$ cat config.mk
export PLATFORM = sky130hd
export DESIGN_NAME = addsub_pipe_acc
export DESIGN_NICKNAME = d
export VERILOG_FILES = /design/src/rtl/addsub_pipe_acc.sv
export SDC_FILE = /design/constraint.sdc
export NUM_CORES = 1
export LEC_CHECK = 0
export BUFFER_PORTS_ARGS = -buffer_cell sky130_fd_sc_hd__clkbuf_2
export CORE_ASPECT_RATIO = 0.5
export CORE_UTILIZATION = 25
export CTS_CLUSTER_DIAMETER = 80
export DETAILED_ROUTE_END_ITERATION = 10
export PLACE_DENSITY_LB_ADDON = 0.12
export RECOVER_POWER = 50
export SYNTH_ARGS = -nofsm -noshare
export SYNTH_HDL_FRONTEND = slang
export SYNTH_SLANG_ARGS = --single-unit
$ cat constraint.sdc
create_clock -name clk -period 3.8 [get_ports clk]
set_input_delay 0.57 -clock clk [delete_from_list [all_inputs] [get_ports clk]]
set_output_delay 0.57 -clock clk [all_outputs]
set_load 0.03 [all_outputs]
$ cat src/rtl/addsub_pipe_acc.sv
`default_nettype none
// ============================================================================
// Module  : addsub_pipe_acc
// Brief   : Pipelined signed add/sub/accumulate unit with valid/ready flow
//           control, overflow flag and optional saturation (negedge clocked).
// Revision: 1.0 - initial release
// ============================================================================
module addsub_pipe_acc #(
  parameter int WIDTH   = 16,
  parameter int LATENCY = 2,
  parameter int SAT     = 0
) (
  input  logic             clk,
  input  logic             rst,
  input  logic             in_valid,
  output logic             in_ready,
  input  logic [1:0]       op,
  input  logic [WIDTH-1:0] a,
  input  logic [WIDTH-1:0] b,
  output logic             out_valid,
  input  logic             out_ready,
  output logic [WIDTH-1:0] result,
  output logic             ovf
);

  localparam logic [1:0]       c_OP_ADD  = 2'b00;
  localparam logic [1:0]       c_OP_SUB  = 2'b01;
  localparam logic [1:0]       c_OP_ACC  = 2'b10;
  localparam logic [1:0]       c_OP_LOAD = 2'b11;
  localparam logic [WIDTH-1:0] c_MAX     = {1'b0, {(WIDTH-1){1'b1}}};
  localparam logic [WIDTH-1:0] c_MIN     = {1'b1, {(WIDTH-1){1'b0}}};

  logic [WIDTH-1:0]   r_acc;
  logic [LATENCY-1:0] r_vld;
  logic [LATENCY-1:0] r_ovf;
  logic [WIDTH-1:0]   r_res [LATENCY];

  logic [WIDTH:0]     w_ext_a;
  logic [WIDTH:0]     w_ext_b;
  logic [WIDTH:0]     w_ext_acc;
  logic [WIDTH:0]     w_sum;
  logic [WIDTH-1:0]   w_res;
  logic               w_ovf;
  logic               w_accept;

  assign w_ext_a   = {a[WIDTH-1], a};
  assign w_ext_b   = {b[WIDTH-1], b};
  assign w_ext_acc = {r_acc[WIDTH-1], r_acc};

  // Arithmetic is one bit wider so the top two bits expose signed overflow.
  always_comb begin
    w_sum = w_ext_a;
    case (op)
      c_OP_ADD:  w_sum = w_ext_a + w_ext_b;
      c_OP_SUB:  w_sum = w_ext_a - w_ext_b;
      c_OP_ACC:  w_sum = w_ext_acc + w_ext_a;
      c_OP_LOAD: w_sum = w_ext_a;
      default:   w_sum = w_ext_a;
    endcase
    w_ovf = (op != c_OP_LOAD) && (w_sum[WIDTH] != w_sum[WIDTH-1]);
    w_res = w_sum[WIDTH-1:0];
    if ((SAT != 0) && w_ovf) begin
      w_res = w_sum[WIDTH] ? c_MIN : c_MAX;
    end
  end

  assign in_ready = ~out_valid | out_ready;
  assign w_accept = in_valid & in_ready;

  // ACC moves on the accept edge so chained ACC ops see the fresh value.
  always_ff @(negedge clk) begin
    if (rst) begin
      r_acc <= '0;
    end else if (w_accept && op[1]) begin
      r_acc <= w_res;
    end
  end

  always_ff @(negedge clk) begin
    if (rst) begin
      r_vld <= '0;
      r_ovf <= '0;
      for (int i = 0; i < LATENCY; i++) begin
        r_res[i] <= '0;
      end
    end else if (in_ready) begin
      r_vld[0] <= in_valid;
      if (in_valid) begin
        r_res[0] <= w_res;
        r_ovf[0] <= w_ovf;
      end
      for (int i = 1; i < LATENCY; i++) begin
        r_vld[i] <= r_vld[i-1];
        r_res[i] <= r_res[i-1];
        r_ovf[i] <= r_ovf[i-1];
      end
    end
  end

  assign out_valid = r_vld[LATENCY-1];
  assign result    = r_res[LATENCY-1];
  assign ovf       = r_ovf[LATENCY-1];

endmodule
`default_nettype wire

* Word level (Yosys, flattened, before mapping)
Memory sizes are Yosys's and may differ from the RTL's. Index checks and enable logic that the tools add are counted.
Operators by class: $add $sub $neg 3, eq/ne operators 5, muxes and demuxes 12, bitwise gates (word level) 5, reductions and logical operators 4
Operators by type and width (number):
- $pmux W17 S4 | 1
- $add A16 B16 Y17 | 2
- $mux W16 | 2
- $sub A16 B16 Y17 | 1
- $mux W1 | 9
- $eq A2 B2 Y1 const B | 2
- $or A1 B1 Y1 | 3
- $eq A2 B1 Y1 const B | 1
- $logic_and A1 B1 Y1 | 2
- $logic_not A2 Y1 | 1
- $ne A2 B2 Y1 const B | 1
- $reduce_and A2 Y1 | 1
- $and A1 B1 Y1 | 1
- $ne A1 B1 Y1 | 1
- $not A1 Y1 | 1
Word-level totals: register bits 20, bits in writable memories 32, input bits 38, output and inout port bits 19, logic and storage cells 34, memories kept 1
Memories:
- r_res | depth 2, bits a word 16, rd ports 2, clocked after memory_dff 0, wr ports 2, line 36 | logic [WIDTH-1:0] r_res [LATENCY];

* Longest topological paths before layout
depth after elaboration 6, depth in mapped cells 16, mapped depth without buffers 16

==> results.tsv <==
metric	value	unit
outcome	finished, violations left	
failing checks	setup timing	
RD Place Congestion	0.808	
Clock Latency Late Sink	0.37	ns
slowest stage cell, crit path	or3_4	
Yosys top cell by area	edfxtp_1	
CP max FO	4	
syn nets	466	
most common cell in the synthesized netlist	nor2_1	
largest net degree at the start of global routing	31	
# port buffers	56	
top cells by area, synth	edfxtp_1, dfxtp_1, ha_1	
CTS sink count	52	
CTS clock-pin slew for the worst setup and hold paths	0.03	ns
synthesized area per cell	8.76	sq um
DR WL/cell	14.1	microns
gr ovfl total	0	
clock buffer depth	2	
net count reported at finish	671	
total power	2.19	mW
Initial DRT Pass Iterations	5	
dpl ws	-1.82	ns
row cnt	30	
WS Path Type	in -> reg	
Initial Util	25.9	%
Cell Area, Synth	0.00355	sq mm
Synth Instances	405	
die area	0.0147	sq mm
antenna violations before repair	0	
Final setup viols	31	
final setup margin	-1.40	ns
final design area excluding fillers	0.00592	sq mm
Worst-Margin Slew	0.895	ns
Hold Vio Cnt, Final	0	
Die H	86.2	microns
CP top delay family	simple AND/OR/NAND/NOR gates	
post-synth top area share	27.1	%
core box area	0.0137	sq mm
htree depth	2	
ys async rst share	0	%
crit-path max cell delay	0.38	ns
min-delay worst type	reg -> reg	
layout cells sized above 1	46.8	%
Critical Path Sink Type	register	
synth warn	0	
# hold bufs at CTS	0	
slew margin rel.	40.1	%
DRC viols	0	
Worst EP arrival	3.58	ns
Netlist cell types	52	
Worst Skew	0.0135	ns
Peak VDD IR	0.000177	V
Post-synth EDFFs	32	
Pwr per Cell Area	370	mW/mm^2
worst path required time	2.19	ns
Crit path depth	16	
Vias per Instance	4.36	
antenna cells	0	
Max-Cap Viols	0	
first-pass GRT wire length	17300	microns
Filler Cell Count	1385	
Placed Cells	717	
Overall Global Routing Usage	15.3	%
width of the die	170	microns
Reg2Reg Depth	12	
area grow syn2layout	66.7	%
Num CTS Buffers	5	
ys flop type	edfxtp_1	
Slew Limit Fails	0	
CP Buf/Inv Count	2	
RSZ-0062 raised after global routing	yes	
register bit total from synthesis	52	
DP Area	0.00486	sq mm
number of DRC markers in iteration 0	154	
vias in the first global route	3425	
DRT Wirelength	11300	microns
CTS tree	done	
Final HPWL DP	8570	microns
Clock Root Buffer	clkbuf_16	
most instantiated cells after synthesis	nor2_1, edfxtp_1, a21oi_1	
Worst Hold Depth	2	
worst-path cell chain	buf_6 -> or3_4 -> nand3b_1 -> nor4_4 -> buf_4 -> nand2_2 -> nor2_1 -> o21ai_0 -> o21ai_1 -> ha_1 -> and2_4 -> o21a_1 -> o31a_1 -> nor3_2 -> xnor3_1 -> o22ai_2	
post-synthesis sequential area ratio	38.4	%
Routed Antenna Nets	0	
Critical Path Start Type	input pin	
Finished Core Util	43.2	%
DR vias	3501	
Non-Filler Instances	803	
P_leak	2.68	nW
io pins	57	
## power breakdown
| part | total, mW | switching, mW | internal, mW |
|---|---|---|---|
| registers | 0.706 | 0.0303 | 0.675 |
| logic | 0.838 | 0.422 | 0.416 |
| clock network | 0.643 | 0.329 | 0.314 |
| total | 2.19 | 0.782 | 1.40 |
## logic make-up (layout without fill, tap and decap cells)
| group | Yosys count | after routing | synth area share [%] |
|---|---|---|---|
| flip-flops | 52 | 52 | 38.4 |
| AND/OR/NAND/NOR | 135 | 135 | 18.5 |
| buffers and inverters | 59 | 265 | 8.07 |
| adder cells (fa/ha/maj) | 23 | 23 | 8.32 |
| multiplexers | 8 | 8 | 2.26 |
| AO/OA/AOI/OAI | 115 | 115 | 20.8 |
| XOR/XNOR | 13 | 13 | 3.60 |
## tightest hold or removal path, cell delays in order (launching register included)
cell     delay (ns)
dfxtp_1        0.30
nand2_1        0.05
a21oi_1        0.05
## registers in the layout, indices dropped and copies added (netlist names)
name	count
r_vld	2
r_res	32
r_ovf	2
r_acc	16
## layer usage
metal / vias to the layer above / GRT usage, % / wire, microns
li1: 1844 / - / -
met5: - / 0 / 0
met1: 1604 / 23.4 / 6150
met4: 0 / 4.50 / 0
met2: 53 / 20.6 / 4560
met3: 0 / 3.56 / 572
## worst paths after layout
| path | to | slack [ns] | startpoint |
|---|---|---|---|
| hold reg to reg | r_vld[0]$_SDFFE_NP0N_ | 0.45 | r_vld[0]$_SDFFE_NP0N_ |
| hold / removal | r_vld[0]$_SDFFE_NP0N_ | 0.45 | r_vld[0]$_SDFFE_NP0N_ |
| setup reg to reg | r_res[0][14]$_SDFFCE_NN0P_ | 0.88 | r_acc[0]$_SDFFE_NP0P_ |
| setup / recovery | r_ovf[0]$_SDFFE_NP0P_ | -1.40 | b[1] |
## through the flow
step                hold slack [ns]  setup TNS, ns
global route                  0.489         -35.04
CTS                           0.458         -28.91
detailed placement            0.453         -44.14
global placement              0.447         -43.70
finish                        0.455         -30.78
floorplan                     0.436         -27.36
## final cells by class
class	instances	area [sq um]	area share (%)
Multi-Input combinational cell	294	2490	42.1
Clock inverter	55	213	3.59
Timing Repair Buffer	183	1370	23.1
Clock buffer	5	125	2.11
Tap cell	192	240	4.06
Inverter	22	123	2.07
Sequential cell	52	1360	23.0
## cells in the final DEF (no fill, tap or decap), drive strengths merged, types with 2 or more instances in the layout
master / netlist / routed
nor3: 9 / 9
clkinv: 1 / 2
nor4: 2 / 2
or3: 3 / 3
nand2: 27 / 27
nand2b: 7 / 7
clkbuf: 17 / 63
edfxtp: 32 / 32
o22ai: 8 / 8
inv: 22 / 74
a32oi: 3 / 3
nor2: 51 / 51
buf: 19 / 125
nor3b: 2 / 2
a31oi: 2 / 2
a21oi: 28 / 28
or4: 3 / 3
a211oi: 20 / 20
and3: 2 / 2
o21ai: 28 / 28
o21a: 4 / 4
and2: 19 / 19
o211ai: 2 / 2
mux2i: 8 / 8
dfxtp: 20 / 20
o31a: 8 / 8
ha: 22 / 22
xor2: 7 / 7
nor2b: 3 / 3
a21boi: 3 / 3
a311oi: 3 / 3
xnor2: 5 / 5
nand3: 4 / 4
## what timing repair did
action,in CTS,in global routing
pin swaps,44,34
setup endpoints to repair,31,31
setup buffers,15,16
resized for setup,79,33
Power figures use the tool's default switching activity.
